**config.mk**
```make
export PLATFORM = sky130hd
export DESIGN_NAME = reduce_pipe
export DESIGN_NICKNAME = d
export VERILOG_FILES = /design/src/rtl/reduce_pkg.sv /design/src/rtl/reduce_node.sv /design/src/rtl/reduce_pipe.sv
export SDC_FILE = /design/constraint.sdc
export NUM_CORES = 1
export LEC_CHECK = 0
export CAP_MARGIN = 0
export CORE_UTILIZATION = 35
export CTS_BUF_LIST = sky130_fd_sc_hd__clkbuf_4 sky130_fd_sc_hd__clkbuf_8
export CTS_CLUSTER_DIAMETER = 80
export DETAILED_ROUTE_END_ITERATION = 7
export SLEW_MARGIN = 30
export SYNTH_ARGS = -nofsm -noshare
export SYNTH_HDL_FRONTEND = slang
export SYNTH_SLANG_ARGS = --single-unit
```
**constraint.sdc**
```tcl
create_clock -name clk -period 2.7 [get_ports clk]
set_clock_uncertainty 0.1 [all_clocks]
set_input_delay 0.54 -clock clk [delete_from_list [all_inputs] [get_ports clk]]
set_output_delay 0.54 -clock clk [all_outputs]
set_load 0.02 [all_outputs]
```
**src/rtl/reduce_pkg.sv**
```systemverilog
// Shared definitions for the pipelined reduction tree.
// Op encoding, pad identity and tree sizing helpers.
package reduce_pkg;

    localparam logic [1:0] REDUCE_AND = 2'd0;
    localparam logic [1:0] REDUCE_OR  = 2'd1;
    localparam logic [1:0] REDUCE_XOR = 2'd2;
    localparam logic [1:0] REDUCE_RSV = 2'd3;

    // Pad value that leaves the op's result unchanged; reserved runs as AND.
    function automatic logic op_identity(input logic [1:0] op);
        return !(op == REDUCE_OR || op == REDUCE_XOR);
    endfunction

    function automatic int ceil_div(input int n, input int r);
        return (n + r - 1) / r;
    endfunction

    // Width of tree level l: W_0 = n, W_l = ceil(W_(l-1) / r).
    function automatic int level_width(input int n, input int r, input int l);
        int w;
        w = n;
        for (int i = 0; i < l; i++) begin
            w = ceil_div(w, r);
        end
        return w;
    endfunction

    // ceil(log_r(n)), never below one level.
    function automatic int clog_radix(input int n, input int r);
        int w;
        int lv;
        w  = n;
        lv = 0;
        while (w > 1) begin
            w  = ceil_div(w, r);
            lv = lv + 1;
        end
        return (lv < 1) ? 1 : lv;
    endfunction

endpackage

```
**src/rtl/reduce_node.sv**
```systemverilog
// One combinational tree node: RADIX inputs folded by AND/OR/XOR.
// Reserved op falls through to AND.
module reduce_node
    import reduce_pkg::*;
#(
    parameter int RADIX = 4
) (
    input  logic [1:0]       op,
    input  logic [RADIX-1:0] a,
    output logic             y
);

    // Fold the node inputs with the selected op.
    always_comb begin
        y = &a;
        unique case (op)
            REDUCE_OR:  y = |a;
            REDUCE_XOR: y = ^a;
            default:    y = &a;
        endcase
    end

endmodule

```
**src/rtl/reduce_pipe.sv**
```systemverilog
// Pipelined bitwise reduction tree, one register stage per level.
// Valid/ready on both ends, bubble collapsing, synchronous flush.
module reduce_pipe
    import reduce_pkg::*;
#(
    parameter int N_INS = 64,
    parameter int RADIX = 4
) (
    input  logic             clk,
    input  logic             rst_aL,
    input  logic             in_valid,
    output logic             in_ready,
    input  logic [1:0]       in_op,
    input  logic [N_INS-1:0] in_a,
    input  logic             flush,
    output logic             out_valid,
    input  logic             out_ready,
    output logic [1:0]       out_op,
    output logic             out_y
);

    localparam int LEVELS = clog_radix(N_INS, RADIX);

    genvar l;
    generate
        for (l = 0; l < LEVELS; l++) begin : g_lvl
            localparam int WI = level_width(N_INS, RADIX, l);
            localparam int WO = level_width(N_INS, RADIX, l + 1);

            logic                src_vld;
            logic [1:0]          src_op;
            logic [WI-1:0]       src;
            logic [WO*RADIX-1:0] pad;
            logic [WO-1:0]       nxt;
            logic                nxt_ld;
            logic                ld;
            logic                vld;
            logic [1:0]          op;
            logic [WO-1:0]       q;

            if (l == 0) begin : g_src
                assign src_vld = in_valid;
                assign src_op  = in_op;
                assign src     = in_a;
            end else begin : g_src
                assign src_vld = g_lvl[l-1].vld;
                assign src_op  = g_lvl[l-1].op;
                assign src     = g_lvl[l-1].q;
            end

            if (l == LEVELS - 1) begin : g_nxt
                assign nxt_ld = out_ready;
            end else begin : g_nxt
                assign nxt_ld = g_lvl[l+1].ld;
            end

            // A stage takes new data when empty or when its content moves on.
            assign ld = !vld || nxt_ld;

            // Fill the ragged top of the level with the op's identity.
            always_comb begin
                pad           = {(WO*RADIX){op_identity(src_op)}};
                pad[WI-1:0]   = src;
            end

            for (genvar j = 0; j < WO; j++) begin : g_node
                reduce_node #(
                    .RADIX(RADIX)
                ) u_node (
                    .op(src_op),
                    .a (pad[j*RADIX +: RADIX]),
                    .y (nxt[j])
                );
            end

            // Stage register; op rides along with its partial vector.
            always_ff @(posedge clk or negedge rst_aL) begin
                if (!rst_aL) begin
                    vld <= 1'b0;
                    op  <= '0;
                    q   <= '0;
                end else if (flush) begin
                    vld <= 1'b0;
                end else if (ld) begin
                    vld <= src_vld;
                    if (src_vld) begin
                        op <= src_op;
                        q  <= nxt;
                    end
                end
            end
        end
    endgenerate

    assign in_ready  = rst_aL && g_lvl[0].ld;
    assign out_valid = g_lvl[LEVELS-1].vld;
    assign out_op    = g_lvl[LEVELS-1].op;
    assign out_y     = g_lvl[LEVELS-1].q[0];

    a_no_rsv_op: assert property (
        @(posedge clk) disable iff (!rst_aL)
        !(in_valid && in_ready && in_op == REDUCE_RSV)
    );

endmodule

```
Yosys cells after proc, flatten, opt, wreduce, memory -nomap -nowiden
Index checks and enable logic that the tools add are counted.
{ "word_totals": {"reg_bits": 30, "input_bits": 71, "out_inout_bits": 5, "elab_cells": 119} }
{ "classes": {"eq_ne": 6, "n_mux": 27, "n_bitwise": 1, "reduce_logical": 76} }
{ "op_table": {"columns": ["operator", "count"], "rows": [
  ["4-bit AND reduction", 21],
  ["4-bit OR reduction", 21],
  ["4-bit parity", 21],
  ["1-bit one-hot mux with 2 select lines", 21],
  ["3-bit AND reduction", 3],
  ["2-bit by 1-bit equality test with 1-bit output, second input constant", 3],
  ["2-bit equality test, second input constant", 3],
  ["1-bit two-way mux", 6],
  ["2-bit nonzero test", 3],
  ["1-bit zero test", 3],
  ["1-bit logical OR", 3],
  ["1-bit logical AND", 1],
  ["1-bit inverter", 1]
]} }

Logic depth before layout (Yosys ltp)
{ "depth": {"depth_word": 6, "depth_mapped": 7, "depth_no_buf": 6} }

By module
A second synthesis with hierarchy kept.
{ "unflattened": {"hier_cells": 449, "hier_area_um2": 4165.2} }
{ "modules_own_cells": {"columns": ["mod", "n_inst", "cells_each", "area_each_um2", "seq_area_each_um2"], "rows": [
  ["reduce_node", 21, 18, 138.9, 0.0],
  ["reduce_pipe", 1, 71, 1248.7, 750.7]
]} }

Worst setup path before layout
Ideal clock, no wire load.
{ "synth_timing": {"path_type": "input-to-reg", "start": "input port in_op[0]", "end": "register g_lvl[0].q[10]", "setup_ps": 121, "t_arrival_ps": 1522, "t_required_ps": 2479, "path_slack_ps": 957, "stages": 6, "n_path_buf": 2, "path_cell_list": "inv_1 > ha_1 > clkbuf_2 > buf_2 > a221o_1 > a22o_1"} }
{ "synth_via": {"elab_chain_len": 2, "elab_cells_between_ends": 3, "cone_classes": "eq/ne (2); mux (1)"} }
{ "synth_rtl": {"columns": ["element", "line", "source"], "rows": [
  ["from (decl)", "reduce_pipe.sv:13", "input logic [1:0] in_op,"],
  ["2-bit equality test or 2-bit by 1-bit equality test with 1-bit output (tied branches)", "reduce_node.sv:16", "unique case (op)"],
  ["1-bit one-hot mux with 2 select lines (*)", "reduce_node.sv:16", null],
  ["to (signal assigned)", "reduce_pipe.sv:88", "q <= nxt;"],
  ["to (decl)", "reduce_pipe.sv:39", "logic [WO-1:0] q;"]
]} }
Mark *: on every way between the ends. The rest lies on a longest branch, timed or not.
A chain may end at the register's enable or synchronous reset.

Worst setup path after layout
{ "layout_timing": {"start": "input port out_ready", "end": "output port in_ready"} }
{ "layout_via": {"elab_chain_len": 4} }
{ "layout_rtl": {"columns": ["element", "line", "source"], "rows": [
  ["from (decl)", "reduce_pipe.sv:17", "input logic out_ready,"],
  ["1-bit logical OR (3 in series)", "reduce_pipe.sv:58", "assign ld = !vld || nxt_ld;"],
  ["1-bit logical AND", "reduce_pipe.sv:95", "assign in_ready = rst_aL && g_lvl[0].ld;"],
  ["to (decl)", "reduce_pipe.sv:12", "output logic in_ready,"]
]} }
Every way passes these cells.

==> results.toml <==
[finish]
final_cell_mix = "inv_1 (91), ha_1 (90), clkdlybuf4s50_1 (75), nand2_1 (43), dfrtp_1 (30)"
n_antenna_cell = 0
design_area_um2 = 4254
layout_commonest_cell = "inv_1"
syn_to_final_growth_pct = 29.72
final_cell_count_no_fill = 551
drive_gt1_frac = 0.04966
fin_nets = 603

[drt]
dr.pass1.iters = 4
antenna_left = 0
drt-total-wl_mm = 6.269
drc = 0
wl_met2_mm = 3.411
route.met3.wl_um = 182
routed.top_layer = "met4"
first_iter_violations = 45
vias_per_cell = 4.753
wl_per_cell_um = 11.38
vias = 2619
drt-met1-wl_mm = 2.601

[synth]
avgSynthCellArea_um2 = 8.911
synth_fp_nets = 529
async_reset_ff_frac = 1.000
ys_warn_count = 0
syn_inst = 368
syn_area_um2 = 3279
synth_top_cell_by_area = "ha_1"
ys_seq_elements = 30
yosys_most_used_dff = "dfrtp_1"
ys_seq_area_frac = 0.2289
synth_cell_types = 30
synth.area.top_cells = "ha_1 (34%), dfrtp_1 (23%), inv_1 (10%)"
synth_enable_flop_cells = 0
yosys.area.top_type_share = 0.3434

[worst_setup_path]
critical-path-top-delay-family = "buffers and inverters"
crit_required_ps = 2060
slowest_stage = "clkdlybuf4s50_1"
r2r_start = "g_lvl[0].q[10]$_DFFE_PN0P_"
worstRegToRegCells = 6
r2r-end = "g_lvl[1].q[2]$_DFFE_PN0P_"
worst-setup-path-type = "input port to output pin"
path_cells = "clkdlybuf4s50_1, nand4b_2, and2_1, clkdlybuf4s50_1"
max_stage_delay_ps = 600
path_buf_inv = 2
worstSetupStartpointType = "input port"
setup.worst_path.end_class = "output pin"
crit_fanout = 2
cp_common_cell = "clkdlybuf4s50_1"
cp.arrival_ps = 1890
r2r_setup_slack_ps = 960

[floorplan]
core_area_um2 = 8891
initial_core_util = 0.3688
die_x_um = 98.80
dieArea_um2 = 9760
die_h_um = 98.80
io_pins = 76
row_count = 34

[sta]
hold_viol_final = 0
grt_setup_unrepaired = "no"
finalSetupViolCount = 0
slew_headroom = 0.5181
timing.final.crit_period_ps = 2527
period_share = 0.9360
fmax_ghz = 0.3957
finalMaxSlewViolations = 0
worstMarginPinSlew_ps = 722.9
tns_ps = 0

[global_route]
grt_pass1_vias = 2846
antenna_found_initial = 0
grt_max_degree = 37
grt-ovfl-total = 0
grt.total_usage = 0.1423
grt_pass1_wl_mm = 11.39

[clock_network]
numCtsBuffers = 5
clkSinkCount = 30
clockBufferDepth = 2
htree_levels = 2
cts_hold_buf = 0
cts_resized = 0
cts_root_buf = "clkbuf_8"
clk_pin_slew_worst_paths_ps = 70
cts_setup_buffers = 0
clock_latency_ps = 280
cts_tree = "done"

[worst_hold_path]
min_delay_path_depth = 1
hold_end = "out_y$_DFFE_PN0P_"
hold_class = "flip-flop to flip-flop"
min-delay-start = "out_y$_DFFE_PN0P_"

[pwr]
p_leak_nw = 2.261
pwr_density_cell_nw_per_um2 = 416.0
max-vdd-ir-drop_uv = 183.6

[place]
post_dp_cell_area_um2 = 4144
gp_congestion = 0.6646
hpwl_mm = 5.084
dp_cells = 543
io_buffers = 75

[run_status]
run_status = "finished, final reports clean"

[run]
cap_violations = 0
-- synthesized netlist by cell type (all sizes together), types with 2 or more instances --
| master | n |
|---|---|
| inv | 91 |
| ha | 90 |
| nand2 | 43 |
| dfrtp | 30 |
| a21oi | 21 |
| xor2 | 21 |
| a221o | 15 |
| a22o | 15 |
| buf | 6 |
| mux2 | 6 |
| clkbuf | 5 |
| a221oi | 4 |
| a22oi | 3 |
| nor2 | 3 |
| mux2i | 2 |
| nand3b | 2 |
| o21ai | 2 |
-- power breakdown --
group          total [mW]  switching, mW  internal, mW
Clock               0.429          0.172         0.257
Combinational       0.722          0.329         0.393
Sequential          0.619         0.0732         0.545
Total                1.77          0.574          1.20
-- how the worst max path moves through the flow --
stage               startpoint                    endpoint  slack [ps]  depth (start not counted)
floorplan             in_op[0]  g_lvl[0].q[10]$_DFFE_PN0P_         960                          6
global placement     out_ready                    in_ready         170                          4
detailed placement   out_ready                    in_ready         160                          4
CTS                  out_ready                    in_ready         160                          4
global route         out_ready                    in_ready         120                          4
finish               out_ready                    in_ready         170                          4
-- worst reg2reg max path, delay by kind of cell (launching register included) --
| family | cells | cell delay (ps) |
|---|---|---|
| flops | 1 | 370 |
| compound gates | 2 | 370 |
| fa+ha+maj | 1 | 300 |
| mux | 1 | 270 |
| xor+xnor | 1 | 160 |
| buf+inv | 1 | 60 |
-- sequential cells by signal (all words and copies together) (netlist names) --
register   cells
g_lvl.q       20
g_lvl.op       4
g_lvl.vld      2
out_op         2
out_valid      1
out_y          1
-- logic make-up after synthesis --
| kind of cell | synth area share |
|---|---|
| flip-flops | 0.2289 |
| XOR/XNOR | 0.05609 |
| AND/OR/NAND/NOR | 0.07859 |
| multiplexers | 0.02671 |
| adder cells (fa/ha/maj) | 0.3434 |
| buffers and inverters | 0.1213 |
| AO/OA/AOI/OAI | 0.1450 |
-- per-layer routing --
metal,track usage,vias up
met5,0,-
met4,0.04592,0
met3,0.02128,7
met2,0.2910,42
met1,0.1450,1229
li1,-,1341
-- per-stage QoR --
| stage | utilization | hold slack (ps) | setup WS (ps) | total power, mW |
|---|---|---|---|---|
| 5_1_grt | 0.4785 | 434.7 | 120.1 | 1.930 |
| 2_1_floorplan | - | 144.4 | 957.4 | 1.085 |
| 3_3_place_gp | 0.4661 | 378.4 | 167.9 | 1.331 |
| 3_5_place_dp | 0.4661 | 384.3 | 163.2 | 1.358 |
| 4_1_cts | 0.4785 | 400.4 | 159.4 | 1.797 |
| 6_report | 0.4785 | 390.3 | 172.8 | 1.770 |
-- layout make-up --
class	instances	area, um2
clock buffers	8	110.1
fillers	872	4637
repair buffers	78	785.8
flip-flops and latches	30	750.7
inverters	91	341.6
well taps	108	135.1
multi-input cells	236	2131
Power figures use the tool's default switching activity.
